<file path="src/rtl/iob2axil.sv">
// rtl/iob2axil.sv - IOb slave to AXI4-Lite master bridge, one transaction outstanding
module iob2axil #(
  parameter int ADDR_W = 32,
  parameter int DATA_W = 32
) (
  input  logic                clk_i,
  input  logic                arst_n_i,
  input  logic                cke_i,
  input  logic                iob_avalid_i,
  input  logic [ADDR_W-1:0]   iob_addr_i,
  input  logic [DATA_W-1:0]   iob_wdata_i,
  input  logic [DATA_W/8-1:0] iob_wstrb_i,
  output logic                iob_ready_o,
  output logic                iob_rvalid_o,
  output logic [DATA_W-1:0]   iob_rdata_o,
  output logic                err_o,
  output logic [ADDR_W-1:0]   axil_awaddr_o,
  output logic [2:0]          axil_awprot_o,
  output logic                axil_awvalid_o,
  input  logic                axil_awready_i,
  output logic [DATA_W-1:0]   axil_wdata_o,
  output logic [DATA_W/8-1:0] axil_wstrb_o,
  output logic                axil_wvalid_o,
  input  logic                axil_wready_i,
  input  logic [1:0]          axil_bresp_i,
  input  logic                axil_bvalid_i,
  output logic                axil_bready_o,
  output logic [ADDR_W-1:0]   axil_araddr_o,
  output logic [2:0]          axil_arprot_o,
  output logic                axil_arvalid_o,
  input  logic                axil_arready_i,
  input  logic [DATA_W-1:0]   axil_rdata_i,
  input  logic [1:0]          axil_rresp_i,
  input  logic                axil_rvalid_i,
  output logic                axil_rready_o
);

  typedef enum logic [2:0] {IDLE, WR_REQ, WR_RESP, RD_REQ, RD_RESP} state_t;

  state_t              state;
  logic [ADDR_W-1:0]   addr_q;
  logic [DATA_W-1:0]   wdata_q;
  logic [DATA_W/8-1:0] wstrb_q;
  logic                aw_done;
  logic                w_done;
  logic                aw_hs;
  logic                w_hs;

  assign aw_hs = axil_awvalid_o & axil_awready_i;
  assign w_hs  = axil_wvalid_o & axil_wready_i;

  assign iob_ready_o   = (state == IDLE);
  assign axil_bready_o = (state == WR_RESP);
  assign axil_rready_o = (state == RD_RESP);

  assign axil_awaddr_o = addr_q;
  assign axil_araddr_o = addr_q;
  assign axil_wdata_o  = wdata_q;
  assign axil_wstrb_o  = wstrb_q;
  assign axil_awprot_o = 3'b000;
  assign axil_arprot_o = 3'b000;

  always_ff @(posedge clk_i or negedge arst_n_i) begin
    if (!arst_n_i) begin
      state          <= IDLE;
      addr_q         <= '0;
      wdata_q        <= '0;
      wstrb_q        <= '0;
      aw_done        <= 1'b0;
      w_done         <= 1'b0;
      axil_awvalid_o <= 1'b0;
      axil_wvalid_o  <= 1'b0;
      axil_arvalid_o <= 1'b0;
      iob_rvalid_o   <= 1'b0;
      iob_rdata_o    <= '0;
      err_o          <= 1'b0;
    end else if (cke_i) begin
      iob_rvalid_o <= 1'b0;
      err_o        <= 1'b0;
      case (state)
        IDLE: begin
          if (iob_avalid_i) begin
            addr_q  <= iob_addr_i;
            wdata_q <= iob_wdata_i;
            wstrb_q <= iob_wstrb_i;
            if (|iob_wstrb_i) begin
              axil_awvalid_o <= 1'b1;
              axil_wvalid_o  <= 1'b1;
              state          <= WR_REQ;
            end else begin
              axil_arvalid_o <= 1'b1;
              state          <= RD_REQ;
            end
          end
        end
        WR_REQ: begin
          if (aw_hs) begin
            axil_awvalid_o <= 1'b0;
            aw_done        <= 1'b1;
          end
          if (w_hs) begin
            axil_wvalid_o <= 1'b0;
            w_done        <= 1'b1;
          end
          // AW and W may finish in either order; a handshake this cycle counts as done
          if ((aw_done | aw_hs) & (w_done | w_hs)) begin
            aw_done <= 1'b0;
            w_done  <= 1'b0;
            state   <= WR_RESP;
          end
        end
        WR_RESP: begin
          if (axil_bvalid_i) begin
            err_o <= |axil_bresp_i;
            state <= IDLE;
          end
        end
        RD_REQ: begin
          if (axil_arready_i) begin
            axil_arvalid_o <= 1'b0;
            state          <= RD_RESP;
          end
        end
        RD_RESP: begin
          if (axil_rvalid_i) begin
            iob_rdata_o  <= axil_rdata_i;
            iob_rvalid_o <= 1'b1;
            err_o        <= |axil_rresp_i;
            state        <= IDLE;
          end
        end
        default: state <= IDLE;
      endcase
    end
  end

endmodule

</file>
<file path="config.mk">
export PLATFORM = sky130hd
export DESIGN_NAME = iob2axil
export DESIGN_NICKNAME = d
export VERILOG_FILES = /design/src/rtl/iob2axil.sv
export SDC_FILE = /design/constraint.sdc
export NUM_CORES = 1
export LEC_CHECK = 0
export ABC_CLOCK_PERIOD_IN_PS = 1850
export BUFFER_PORTS_ARGS = -buffer_cell sky130_fd_sc_hd__buf_2
export CAP_MARGIN = 20
export CORE_ASPECT_RATIO = 0.6
export CORE_MARGIN = 1
export CORE_UTILIZATION = 40
export CTS_CLUSTER_DIAMETER = 100
export CTS_CLUSTER_SIZE = 40
export DETAILED_ROUTE_END_ITERATION = 8
export PLACE_DENSITY = 0.76
export SLEW_MARGIN = 20
export SYNTH_ARGS = -nofsm -noshare
export SYNTH_HDL_FRONTEND = slang
export SYNTH_SLANG_ARGS = --single-unit
</file>
<file path="constraint.sdc">
create_clock -name clk_i -period 1.85 [get_ports clk_i]
set_input_delay 0 -clock clk_i [delete_from_list [all_inputs] [get_ports clk_i]]
set_output_delay 0 -clock clk_i [all_outputs]
set_load 0.05 [all_outputs]
</file>
# Word level (Yosys, flattened, before mapping)
# Cells that the tools add are included.
[op_classes]
n_eq_ne = 13
mux = 26
n_bitwise = 5
n_reduce_logical = 16
[op_table]
columns = ["operator", "count"]
rows = [
  ["2-bit != test, second input constant", 8],
  ["1-bit two-way mux", 15],
  ["3-bit two-way mux", 5],
  ["3-bit case mux with 5 select lines", 1],
  ["5-bit AND reduction", 3],
  ["3-bit AND reduction", 4],
  ["1-bit case mux with 2 select lines", 4],
  ["2-bit nonzero test", 4],
  ["3-bit by 2-bit equality test with 1-bit output, second input constant", 2],
  ["6-bit AND reduction", 1],
  ["2-bit OR reduction", 2],
  ["4-bit OR reduction", 1],
  ["1-bit bitwise AND", 3],
  ["3-bit by 1-bit equality test with 1-bit output, second input constant", 1],
  ["3-bit equality test, second input constant", 1],
  ["3-bit logical NOT", 1],
  ["2-bit two-way mux", 1],
  ["2-bit by 1-bit != test with 1-bit output, second input constant", 1],
  ["1-bit bitwise OR", 2],
]
[word_totals]
reg_bits = 110
input_bits = 113
output_inout_bits = 146
elab_cells = 72

# Longest topological paths before layout
[depth]
depth_word = 5
ltp_mapped = 7
ltp_nobuf = 4

# Least setup slack after synthesis
# OpenSTA, ideal clock, no wires.
[synth_timing]
path_type = "flip-flop to flip-flop"
start = "reg state[2]"
end = "reg addr_q[10], in the netlist axil_araddr_o[10]"
setup_ps = 125
arrival_time_ps = 1888
required_ps = 1725
setup_slack_ps = -164
path_stages_with_launch = 8
path_buffers = 4
period_less_slack_ps = 2014
path_cell_list = "dfrtp_1 > buf_6 > nor3_4 > and3_1 > buf_6 > buf_6 > buf_12 > mux2_4"
[synth_between]
elab_chain_cells = 2
[synth_rtl]
columns = ["item", "line", "rtl"]
rows = [
  ["from (decl)", "40", "state_t state;"],
  ["from (signal assigned)", "65", "state <= IDLE;"],
  ["from (signal assigned)", "89", "state <= WR_REQ;"],
  ["from (signal assigned)", "92", "state <= RD_REQ;"],
  ["3-bit logical NOT", "--", ""],
  ["named net iob_ready_o", "13", "output logic iob_ready_o,"],
  ["3-bit AND reduction (no source line)", "--", ""],
  ["to (signal assigned)", "83", "addr_q <= iob_addr_i;"],
  ["to (decl)", "41", "logic [ADDR_W-1:0] addr_q;"],
]
# The timed path passes the listed nets, and every way through them passes these cells.
# A chain may end at the register's enable or synchronous reset.

# Final worst setup path
[layout_timing]
start = "reg state[1]"
end = "reg state[1]"
[layout_between]
elab_chain_cells = 3
word_cells_on_any_way = 12
cone_classes = "eq/ne (9); mux (1); reduce/logical (2)"
[layout_rtl]
columns = ["item", "line", "rtl"]
rows = [
  ["3-bit by 1-bit equality test with 1-bit output, or another cell as far along", "80", "case (state)"],
  ["2-bit != test (no source line)", "--", ""],
  ["6-bit AND reduction (no source line)", "--", ""],
]
# Parallel ways exist; a longest one is shown, timed or not.

==> impl_metrics.csv <==
group,metric,value,unit
routing,vias,3666,
clocking,cts_buffer_depth,2,
yosys,synthAdderAreaFrac,0,
clocking,clockRootBuffer,"clkbuf_16",
yosys,synth-edff-count,0,
placement,place_inst,685,
worst_setup_path,critPathSlowestCell,"dfrtp_1",
layout,final_cell_area,7270,µm²
timing,min_period,1.69,ns
yosys,synth_top_area_cell,"dfrtp_1",
global_routing,grt_pass1_vias,3955,
timing,setup_violations,0,
layout,n_fill_cell,887,
timing,drv_slew,0,
status,status,"finished, final reports clean",
global_routing,grt_max_degree,55,
global_routing,grtUsageTotal,0.207,
floorplan,die_w,143,µm
pwr,seq_power_share,0.284,
layout,num_antenna_cells,0,
yosys,synthTopCellsByArea,"dfrtp_1 58%, mux2_2 15%, mux2_4 12%",
routing,vias_per_cell,4.56,
routing,met1_length,5100,µm
yosys,ys_seq_area_frac,0.578,
pwr,max-vdd-ir-drop,1040,µV
clocking,clk_latency,0.34,ns
yosys,ys_top_cells_by_count,"110 x dfrtp_1, 62 x mux2_2, 44 x buf_4",
floorplan,start_util,0.416,
clocking,postCtsSetupBuffers,0,
routing,drcViolationCount,0,
yosys,synth-compound-area-share,0.0326,
yosys,synth_most_common_cell,"dfrtp_1",
flow_run,maxCapViolCount,0,
worst_setup_path,crit_type,"flop to flop",
floorplan,floorplan.die_area,12400,µm²
worst_setup_path,crit_fanout,7,
routing,drt-total-wl,12500,µm
timing,skew,0.00726,ns
yosys,synth_cell_types,34,
floorplan,fp.dieH,86.5,µm
yosys,synth_xor_area_frac,0,
pwr,powerDensity,2030,nW/µm²
layout,drive_above_1_share,0.596,
yosys,synth.avg_cell_area,15.3,µm²
routing,antenna_left,0,
routing,highest_layer,"met4",
clocking,cts_tree,"done",
timing,period_share,0.914,
worst_setup_path,cp_cell_sequence,"buf_4, o41ai_1, a41oi_1, o21ai_0, mux2i_1",
yosys,ys_warn_count,0,
worst_setup_path,cpPeakStageDelay,0.47,ns
placement,dp_hpwl,8490,µm
yosys,ys_async_sr_fraction,1.00,
layout,area_growth,52.8,%
floorplan,ioPinCount,259,
worst_setup_path,r2r_cells,5,
layout,final_util,0.635,
routing,routedWlPerCell,15.5,µm
yosys,synth_top_family_by_area,"multiplexers",
pwr,internal_power,0.00683,W
global_routing,grt_pass1_wl,19700,µm
worst_setup_path,end_kind,"flop",
yosys,netlist_instances,311,
layout,fin_nets,752,
placement,dpl-instance-area,5960,µm²
pwr,combPwrFrac,0.592,
yosys,ys_ff_latch,110,
routing,dr_wl_met3,681,µm
floorplan,rows,30,
timing,whs,0.0111,ns
pwr,power_switching_share,0.538,
yosys,syn_area,4760,µm²
yosys,synth-simple-area-share,0.0271,
timing,hold_viol,0,
floorplan,coreArea,11400,µm²
hold_path,hold_path_depth,2,
global_routing,globalRouteOverflowTotal,0,
layout,final_cells,804,
placement,place_congestion,0.769,
global_routing,antenna_found_initial,0,
clocking,cts_buffers,9,
timing,max_freq,591,MHz
routing,dr.pass1.iters,4,
placement,port_buffers,252,
clocking,clock_sinks,110,
yosys,synth_ff_type,"dfrtp_1",
clocking,cts-resized-gates,0,
pwr,p_sw,0.00795,W
timing,rsz0062_at_grt,"no",
yosys,muxShareOfSynthArea,0.269,
routing,first_iter_violations,145,
clocking,cts.htree.levels,3,
clocking,clkTransAtPathRegs,0.07,ns
routing,met2_length,6570,µm
hold_path,min_path_type,"input port to flop",
worst_setup_path,arrival,1.95,ns
yosys,synth_top_area_share,0.578,
pwr,p_leak,3.76,nW
worst_setup_path,startpoint_type,"flop",
worst_setup_path,cp_data_required_time,2.10,ns
pwr,clkPwrFrac,0.124,
-- layout make-up --
type	instances	area (µm²)	share of cell area
clock buffers	10	239	0.0329
inverters	4	15.0	0.00206
flip-flops and latches	110	2750	0.378
multi-input cells	149	1590	0.219
well taps	160	200	0.0275
repair buffers	365	2430	0.334
clock inverters	6	43.8	0.00602
-- layer usage --
layer  GRT usage  vias to the layer above
met5           0                        -
met4      0.0499                        0
met3      0.0575                       14
met2       0.381                      143
met1       0.240                     1813
li1            -                     1696
-- state kept, by name (all words and copies together) (netlist names) --
| signal | flops |
|---|---|
| axil_arvalid_o | 1 |
| axil_araddr_o | 32 |
| w_done | 1 |
| iob_rdata_o | 32 |
| err_o | 1 |
| axil_wstrb_o | 4 |
| iob_rvalid_o | 1 |
| state | 3 |
| axil_wvalid_o | 1 |
| axil_awvalid_o | 1 |
| axil_wdata_o | 32 |
| aw_done | 1 |
-- layout by cell type, fill, tap and decap left out, drive strengths merged, types with 2 or more instances in the layout --
cell type and count:
buf 262, dfrtp 110, dlygate4sd3 103, mux2 100, clkbuf 10, conb 6, inv 6, nand2 5
a31oi 5, nor2 4, a21oi 4, o21ai 4, nor3 3, clkinv 3, a41oi 2, o211ai 2
-- per-stage QoR --
step	power [W]	TNS [ns]	setup slack, ns
after global routing	0.0155	0	0.0660
after floorplan	0.0113	-7.47	-0.137
after detailed placement	0.0128	0	0.198
final	0.0148	0	0.159
after CTS	0.0149	0	0.187
after global placement	0.0127	0	0.258
-- power groups by stage --
| stage | clock network [W] | logic, W | registers [W] |
|---|---|---|---|
| after global routing | 0.00198 | 0.00914 | 0.00436 |
| after floorplan | 0 | 0.00366 | 0.00768 |
| final | 0.00183 | 0.00875 | 0.00420 |
| after global placement | 0 | 0.00853 | 0.00413 |
| after detailed placement | 0 | 0.00860 | 0.00422 |
| after CTS | 0.00190 | 0.00877 | 0.00419 |
-- what timing repair did --
action	4_1_cts	5_1_grt
hold endpoints to repair	214	0
setup endpoints to repair	0	0
hold buffers	103	0
-- logic make-up after synthesis --
| kind of cell | after synthesis |
|---|---|
| other | 1 |
| buffers and inverters | 57 |
| DFF | 110 |
| muxes | 101 |
| and+or+nand+nor | 19 |
| AOI/OAI and AO/OA | 23 |
-- worst max-delay path: cells and delay by family, from the launching register on --
| family | cells | cell delay, ns |
|---|---|---|
| buf+inv | 1 | 0.20 |
| mux | 1 | 0.23 |
| flops | 1 | 0.47 |
| compound gates | 3 | 0.72 |
-- final timing paths --
check,endpoint,slack [ns],start
hold reg to reg,axil_wdata_o[31]$_DFFE_PN0P_,0.51,axil_wdata_o[31]$_DFFE_PN0P_
max in group asynchronous,axil_wstrb_o[3]$_DFFE_PN0P_,1.07,arst_n_i
min in group asynchronous,axil_wdata_o[5]$_DFFE_PN0P_,0.10,arst_n_i
hold / removal,err_o$_DFFE_PN0P_,0.01,cke_i
setup reg to reg,state[1]$_DFFE_PN0P_,0.16,state[1]$_DFFE_PN0P_
setup / recovery,state[1]$_DFFE_PN0P_,0.16,state[1]$_DFFE_PN0P_
No activity file was read; power rests on OpenSTA's default activity.
